**src/rtl/uart_word_rx.sv**
```systemverilog
// uart_word_rx: UART receive engine that deserialises frames (5..8 data
// bits, optional parity, 1 or 2 stop bits), packs WORD_BYTES consecutive
// bytes into one word and offers it on a valid/ready handshake. A partial
// word is flushed after TIMEOUT_BITS idle bit-times.
module uart_word_rx #(
    parameter int CLK_FREQ     = 50_000_000,
    parameter int BAUD         = 9600,
    parameter int DATA_BITS    = 8,
    parameter int PARITY       = 0,
    parameter int STOP_BITS    = 1,
    parameter int WORD_BYTES   = 4,
    parameter int TIMEOUT_BITS = 20
) (
    input  logic                    sys_clk,
    input  logic                    rst,
    input  logic                    uart_rx,
    output logic [8*WORD_BYTES-1:0] word_data,
    output logic [3:0]              word_bytes,
    output logic                    word_valid,
    input  logic                    word_ready,
    output logic                    err_parity,
    output logic                    err_frame,
    output logic                    err_overrun
);

    localparam int DIV       = CLK_FREQ / BAUD;
    localparam int CNT_W     = $clog2(DIV);
    // Loading this value makes the START sample land DIV/2 cycles after the edge.
    localparam int HALF_LOAD = DIV - DIV / 2;
    localparam int TO_CYC    = TIMEOUT_BITS * DIV;
    localparam int TO_W      = (TO_CYC > 1) ? $clog2(TO_CYC) : 1;

    localparam logic [2:0] S_IDLE   = 3'd0;
    localparam logic [2:0] S_START  = 3'd1;
    localparam logic [2:0] S_DATA   = 3'd2;
    localparam logic [2:0] S_PARITY = 3'd3;
    localparam logic [2:0] S_STOP   = 3'd4;

    logic                    rx_s1;
    logic                    rx_s2;
    logic                    rx_prev;
    logic                    fall;
    logic [2:0]              state;
    logic [CNT_W-1:0]        cnt;
    logic                    tick;
    logic [2:0]              bitn;
    logic [DATA_BITS-1:0]    shreg;
    logic                    vld_p1;
    logic                    perr_p1;
    logic                    ferr_p1;
    logic [3:0]              idx;
    logic [8*WORD_BYTES-1:0] asm_buf;
    logic [8*WORD_BYTES-1:0] new_buf;
    logic [TO_W-1:0]         tcnt;
    logic                    running;
    logic                    flush;
    logic                    good;
    logic                    complete;
    logic                    load;
    logic [3:0]              load_bytes;

    // Expected parity bit for the received data bits.
    function automatic logic parity_exp(input logic [DATA_BITS-1:0] d);
        if (PARITY == 1) begin
            return ~(^d);
        end
        return ^d;
    endfunction

    // Zero-extend a DATA_BITS character to a byte lane.
    function automatic logic [7:0] to_byte(input logic [DATA_BITS-1:0] d);
        logic [7:0] b;
        b = '0;
        b[DATA_BITS-1:0] = d;
        return b;
    endfunction

    assign fall = rx_prev & ~rx_s2;
    assign tick = (cnt == CNT_W'(DIV - 1));

    // Two-flop synchroniser plus one delayed copy for falling-edge detection.
    always_ff @(posedge sys_clk) begin
        if (rst) begin
            rx_s1   <= 1'b1;
            rx_s2   <= 1'b1;
            rx_prev <= 1'b1;
        end else begin
            rx_s1   <= uart_rx;
            rx_s2   <= rx_s1;
            rx_prev <= rx_s2;
        end
    end

    // Data shift register: LSB arrives first, so shift in from the top.
    always_ff @(posedge sys_clk) begin
        if (state == S_DATA && tick) begin
            shreg <= {rx_s2, shreg[DATA_BITS-1:1]};
        end
    end

    // Frame FSM; vld_p1 marks the cycle after the last stop sample.
    always_ff @(posedge sys_clk) begin
        if (rst) begin
            state   <= S_IDLE;
            cnt     <= '0;
            bitn    <= '0;
            vld_p1  <= 1'b0;
            perr_p1 <= 1'b0;
            ferr_p1 <= 1'b0;
        end else begin
            vld_p1 <= 1'b0;
            if (state != S_IDLE) begin
                cnt <= tick ? '0 : cnt + CNT_W'(1);
            end
            case (state)
                S_IDLE: begin
                    if (fall) begin
                        state   <= S_START;
                        cnt     <= CNT_W'(HALF_LOAD);
                        perr_p1 <= 1'b0;
                        ferr_p1 <= 1'b0;
                    end
                end
                S_START: begin
                    if (tick) begin
                        if (rx_s2) begin
                            state <= S_IDLE;
                        end else begin
                            state <= S_DATA;
                            bitn  <= '0;
                        end
                    end
                end
                S_DATA: begin
                    if (tick) begin
                        if (bitn == 3'(DATA_BITS - 1)) begin
                            bitn  <= '0;
                            state <= (PARITY != 0) ? S_PARITY : S_STOP;
                        end else begin
                            bitn <= bitn + 3'd1;
                        end
                    end
                end
                S_PARITY: begin
                    if (tick) begin
                        perr_p1 <= (rx_s2 != parity_exp(shreg));
                        bitn    <= '0;
                        state   <= S_STOP;
                    end
                end
                S_STOP: begin
                    if (tick) begin
                        if (!rx_s2) begin
                            ferr_p1 <= 1'b1;
                            state   <= S_IDLE;
                            vld_p1  <= 1'b1;
                        end else if (bitn == 3'(STOP_BITS - 1)) begin
                            state  <= S_IDLE;
                            vld_p1 <= 1'b1;
                        end else begin
                            bitn <= bitn + 3'd1;
                        end
                    end
                end
                default: state <= S_IDLE;
            endcase
        end
    end

    // Completion and flush decisions, and the buffer with the new byte merged in.
    always_comb begin
        good       = vld_p1 && !perr_p1 && !ferr_p1;
        running    = (state == S_IDLE) && (idx != 4'd0);
        flush      = (TIMEOUT_BITS != 0) && running && !vld_p1 && !fall
                     && (tcnt == TO_W'(TO_CYC - 1));
        complete   = good && (idx == 4'(WORD_BYTES - 1));
        load       = complete || flush;
        load_bytes = complete ? 4'(WORD_BYTES) : idx;
        new_buf    = asm_buf;
        if (good) begin
            new_buf[8*int'(idx) +: 8] = to_byte(shreg);
        end
    end

    // Inter-byte idle timer; only counts while a partial word waits in IDLE.
    always_ff @(posedge sys_clk) begin
        if (rst) begin
            tcnt <= '0;
        end else if (!running || fall || vld_p1 || flush) begin
            tcnt <= '0;
        end else begin
            tcnt <= tcnt + TO_W'(1);
        end
    end

    // Word assembly, output handshake and error pulses.
    always_ff @(posedge sys_clk) begin
        if (rst) begin
            word_data   <= '0;
            word_bytes  <= '0;
            word_valid  <= 1'b0;
            err_parity  <= 1'b0;
            err_frame   <= 1'b0;
            err_overrun <= 1'b0;
            idx         <= '0;
            asm_buf     <= '0;
        end else begin
            err_parity  <= vld_p1 & perr_p1;
            err_frame   <= vld_p1 & ferr_p1;
            err_overrun <= 1'b0;
            if (word_valid && word_ready) begin
                word_valid <= 1'b0;
            end
            if (load) begin
                idx     <= '0;
                asm_buf <= '0;
                // An acceptance on this same edge frees the output register.
                if (!word_valid || word_ready) begin
                    word_data  <= new_buf;
                    word_bytes <= load_bytes;
                    word_valid <= 1'b1;
                end else begin
                    err_overrun <= 1'b1;
                end
            end else if (good) begin
                asm_buf <= new_buf;
                idx     <= idx + 4'd1;
            end
        end
    end

endmodule

```
**config.mk**
```make
export PLATFORM = sky130hd
export DESIGN_NAME = uart_word_rx
export DESIGN_NICKNAME = d
export VERILOG_FILES = /design/src/rtl/uart_word_rx.sv
export SDC_FILE = /design/constraint.sdc
export NUM_CORES = 1
export LEC_CHECK = 0
export ABC_AREA = 1
export CORE_ASPECT_RATIO = 1.4
export CORE_MARGIN = 3
export CORE_UTILIZATION = 35
export CTS_BUF_LIST = sky130_fd_sc_hd__clkbuf_8 sky130_fd_sc_hd__clkbuf_16
export CTS_CLUSTER_DIAMETER = 80
export DETAILED_ROUTE_END_ITERATION = 8
export PLACE_DENSITY = 0.5
export SLEW_MARGIN = 20
export SYNTH_ARGS = -nofsm -noshare
export SYNTH_HDL_FRONTEND = slang
export SYNTH_SLANG_ARGS = --single-unit
```
**constraint.sdc**
```tcl
create_clock -name sys_clk -period 4 [get_ports sys_clk]
set_input_delay 0.8 -clock sys_clk [delete_from_list [all_inputs] [get_ports sys_clk]]
set_output_delay 0.8 -clock sys_clk [all_outputs]
set_load 0.02 [all_outputs]
```
### Word level (Yosys, flattened, before mapping)

Cells that the tools add are included.

* bitwise gates (word level): 7
* shifts and indexed selects: 2
* equality and inequality tests: 20
* mux-type cells: 38
* $add $sub $neg: 5
* reduce and logical (&&, ||, !) cells: 37

Operator list (count)
* 2-to-1 mux 13 bit: 4
* 2-to-1 mux 3 bit: 16
* negator 7 -> 33 bit: 1
* variable shift 8 x 33 -> 32 bit, first input constant: 1
* variable part select 8 x 33 -> 32 bit: 1
* bitwise mux 32 bit: 1
* 2-to-1 mux 32 bit: 1
* != test 2 bit, second input constant: 9
* adder 17 x 1 -> 17 bit, second input constant: 1
* == test 17 bit, second input constant: 1
* case mux 3 bit (5 select lines): 1
* adder 13 x 1 -> 13 bit, second input constant: 1
* == test 13 bit, second input constant: 1
* case mux 3 bit (4 select lines): 1
* 2-to-1 mux 1 bit: 10
* logical AND 1 bit: 9
* AND reduction 8 bit: 1
* nonzero test 4 bit: 2
* XOR reduction 8 bit: 1
* AND reduction 7 bit: 1
* == test 3 x 2 -> 1 bit, second input constant: 2
* == test 3 bit, second input constant: 2
* zero test 1 bit: 6
* zero test 3 bit: 2
* other kinds (20): 33

* output and inout port bits: 40
* logic and storage cells: 128
* flip-flop bits (word level): 126
* bits of input ports: 4

### Longest topological paths before layout

* depth after elaboration: 8
* gate-level depth with buffers: 14
* gate-level depth less buffers: 13

### Least setup slack after synthesis

No wires, ideal clock.

* path kind: flip-flop to flip-flop
* from: reg idx[2]
* to: reg word_data[2]
* setup slack: 2.012 ns
* stages on the path, launching flop included: 13
* arrival time: 1.875 ns
* buffers on the path: 2
* setup time: 0.113 ns
* required time: 3.887 ns
* clock period less this slack: 1.988 ns
* path through: dfxtp_1 -> buf_4 -> nor2_1 -> nand2_1 -> ha_1 -> clkbuf_1 -> nand3_1 -> nand2_2 -> nand3_2 -> nand2_1 -> nand2_1 -> nor2_1 -> nor2_1

* cells in the longest elaborated chain, start to end: 7
* elaborated cells on any way between the ends: 14
* classes of those cells: add/sub (1); eq/ne (1); shift (2); mux (2); reduce/logical (8)

Ends and longest elaborated chain
* from (decl): line 51 `logic [3:0] idx;`
* from (signal assigned): line 227 `idx <= idx + 4'd1;`
* parallel branches: the longest is 7 deep, another holds negator 7 -> 33 bit
* to (signal assigned): line 219 `word_data <= new_buf;`
* to (decl): line 17 `output logic [8*WORD_BYTES-1:0] word_data,`

Parallel ways; which one is timed is not known.
A chain may end at the register's enable or synchronous reset.

### Worst setup path after layout

* from: in rst
* to: reg asm_buf[23]

* cells in the longest elaborated chain, start to end: 1

Ends and longest elaborated chain
* from (decl): line 15 `input logic rst,`
* OR reduction 2 bit (no line)
* to (signal assigned): line 226 `asm_buf <= new_buf;`
* to (decl): line 52 `logic [8*WORD_BYTES-1:0] asm_buf;`

Every way passes these cells.

==> impl_metrics.tcl <==
set metrics [dict create \
    outcome "finished, final reports clean" \
    timing.reg2reg.setup_slack_ps 1460 \
    post_layout_nonfiller_instances 1114 \
    first_iter_violations 222 \
    power.combinational.fraction 0.073 \
    r2r_start "idx[2]" \
    smallest_hold_slack_ps 409.3 \
    row_count 55 \
    gp_congestion 0.8424 \
    io_pins 44 \
    post_cts_buffers 0 \
    rsz0062_at_grt "false" \
    ys_seq_area_frac 0.4358 \
    timing.critical_path.buf_inv 3 \
    max_slew_margin 0.5027 \
    cts_repair_resize_count 0 \
    worstRegToRegCells 8 \
    synth_area_per_cell_um2 6.936 \
    synthArstFlopShare 0 \
    setup.worst_path.start_class "primary input" \
    worst_slack_ps 1376 \
    routed_length_per_placed_instance_um 11.62 \
    final_design_area_no_fill_um2 7074 \
    cts_tree "yes" \
    p_sw_frac 0.2413 \
    floorplan_core_area_um2 16450 \
    critical-path-slowest-cell "nand3_2" \
    grt_pass1_vias 4692 \
    synthCells 861 \
    cts.hold.buffers_added 0 \
    yosys_warnings 0 \
    crit_path_launch "rst" \
    synth_top_area_cell "dfxtp_1" \
    timing.hold.worst.class "flop to flop" \
    worstPathRequired_ps 4320 \
    totalWireLength_mm 12.94 \
    grt_pass1_wl_mm 22.36 \
    via_per_inst 4.503 \
    detailedRoute.firstPassIterationCount 4 \
    total_of_flip_flops_plus_latches_after_synthesis 126 \
    maximum_number_of_pins_on_one_net_before_global_route_repair 65 \
    post_route_cells_drive_above_1_share 0.07104 \
    syn-num-nets 873 \
    finalNetCount 915 \
    post_drt_antenna_nets 0 \
    count_of_clock_tree_sinks 126 \
    finalSetupViolations 0 \
    capturing_element_type_of_the_critical_path "flop" \
    yosysTopAreaCellShare 0.3956 \
    synth-edff-count 8 \
    crit_path_max_incr_delay_ps 720 \
    global_route.overflow_total 0 \
    synth.cells.most_frequent "nand2_1, nor2_1, inv_1" \
    clock_path_buffers 2 \
    worstPathArrival_ps 2940 \
    place_inst 1083 \
    crit_type "primary input to flop" \
    timing.max_cap.violations 0 \
    antenna_found_initial 0 \
    cellPowerDensity_nw_per_um2 414.3 \
    worstPathMaxFanout 36 \
    top_usage_layer "met2" \
    cts_buffers 17 \
    final_min_period_over_clock_period 0.6561 \
    ys.flop_type "dfxtp_1" \
    remaining_drc_errors 0 \
    initial_core_util 0.3631 \
    part_of_the_total_power_dissipated_in_sequential_elements 0.450 \
    internal_mw 2.223 \
    post_synth_instance_area_um2 5972 \
    worst-slew-pin-transition_ps 745.0 \
    layout.filler_cells 1746 \
    final_period_minus_worst_setup_slack_ps 2624 \
    globalRouteMet3Util 0.03279 \
    reg2reg_to "word_data[23]" \
    dieHeight_um 160.6 \
    syn_to_final_growth_pct 18.46 \
    number_of_vias_in_the_routed_layout 5016 \
    final.setup_skew_ps 7.410 \
    synth_area_leaders "dfxtp_1, nand2_1, nor2_1" \
    grt.total_usage 0.1481 \
    synthMostInstantiatedCell "nand2_1" \
    dpl_worst_slack_ps 886.6 \
    grt.met2_usage 0.2448 \
    cts.reportedPaths.clkPinSlew_ps 60 \
    dpl_cell_area_um2 6539 \
    ctsHtreeMaxLevel 4 \
    p_sw_uw 707.3 \
    clock.fmax_mhz 381.1 \
    cpLargestDelayFamily "buffers and inverters" \
    hold_viol 0 \
    die-area_um2 18690 \
    global_route.usage.met1 0.1866 \
    min_path_cells 1 \
    worstSetupPathDepth 5 \
    width_of_the_die_um 116.4 \
    cp-endpoint "asm_buf[23]" \
    final_max_slew_viol_count 0 \
    synthDistinctLibCells 39 \
    dpl.hpwl_mm 9.289 \
    setup_total_negative_slack_ps 0 \
    layout.core_utilization 0.4301 \
    vdd_drop_max_mv 0.2313 \
    clock_power_share 0.477 \
    power_mw 2.931 \
    diodes 0 \
    ctsRootBufferMaster "clkbuf_16" \
    clk_latency_ps 410 \
    io_buffer_count 43 \
    power.static_leakage_nw 3.323 \
    critical_path.cell_chain "clkdlybuf4s50_1 -> buf_4 -> inv_1 -> nand3_2 -> a21oi_1" \
]
layout make-up:
type | count | area (um^2) | area share
clock buffer | 19 | 452.9 | 0.06403
sequential | 126 | 2603 | 0.3679
multi-input combinational | 586 | 2765 | 0.3909
inverter | 127 | 476.7 | 0.06739
tap | 199 | 249.0 | 0.03520
timing repair buffer | 45 | 445.4 | 0.06296
clock inverter | 12 | 82.58 | 0.01167
logic make-up (layout without fill, tap and decap cells):
group                    after synthesis  count (layout)  share of synthesized area
AO/OA/AOI/OAI                         84              84                    0.07396
XOR/XNOR                              12              12                    0.01760
adder cells (fa/ha/maj)                8               8                    0.01676
buffers and inverters                149             203                     0.1012
flip-flops                           126             126                     0.4358
AND/OR/NAND/NOR                      482             482                     0.3547
power groups by stage:
stage	clock (mW)	combinational (mW)	sequential (mW)
final	1.40	0.213	1.32
after global routing	1.49	0.242	1.32
after CTS	1.44	0.217	1.32
after detailed placement	0	0.216	1.35
after global placement	0	0.216	1.35
after floorplan	0	0.163	1.34
sequential cells by signal, summed over array words and instances (netlist names):
signal,cells
word_data,32
asm_buf,32
cnt,13
err_frame,1
err_parity,1
word_bytes,4
rx_s2,1
ferr_p1,1
vld_p1,1
idx,4
perr_p1,1
state,3
rx_s1,1
word_valid,1
err_overrun,1
rx_prev,1
bitn,3
shreg,8
tcnt,17
per-layer routing:
metal / vias up / share of wire
met5: - / 0
met2: 49 / 0.50
met3: 18 / 0.022
li1: 2757 / -
met4: 0 / 0.018
met1: 2192 / 0.46
worst min path at each step:
stage / to / from / slack [ps]
after floorplan: rx_s2 / rx_s1 / 390
after global placement: rx_s2 / rx_s1 / 390
after detailed placement: rx_s2 / rx_s1 / 400
after CTS: rx_s2 / rx_s1 / 410
after global routing: rx_s2 / rx_s1 / 420
final: rx_s2 / rx_s1 / 410
placed cells by master, fill, tap and decap left out, drive strengths merged, types with 2 or more instances in the layout:
| cell type | n |
|---|---|
| a21oi | 48 |
| a31oi | 2 |
| buf | 2 |
| clkbuf | 19 |
| clkdlybuf4s50 | 43 |
| clkinv | 6 |
| dfxtp | 118 |
| edfxtp | 8 |
| ha | 8 |
| inv | 132 |
| nand2 | 256 |
| nand3 | 42 |
| nand3b | 2 |
| nand4 | 16 |
| nor2 | 141 |
| nor3 | 15 |
| nor4 | 2 |
| o2111ai | 2 |
| o21ai | 27 |
| or2 | 6 |
| xor2 | 11 |
Power figures use the tool's default switching activity.
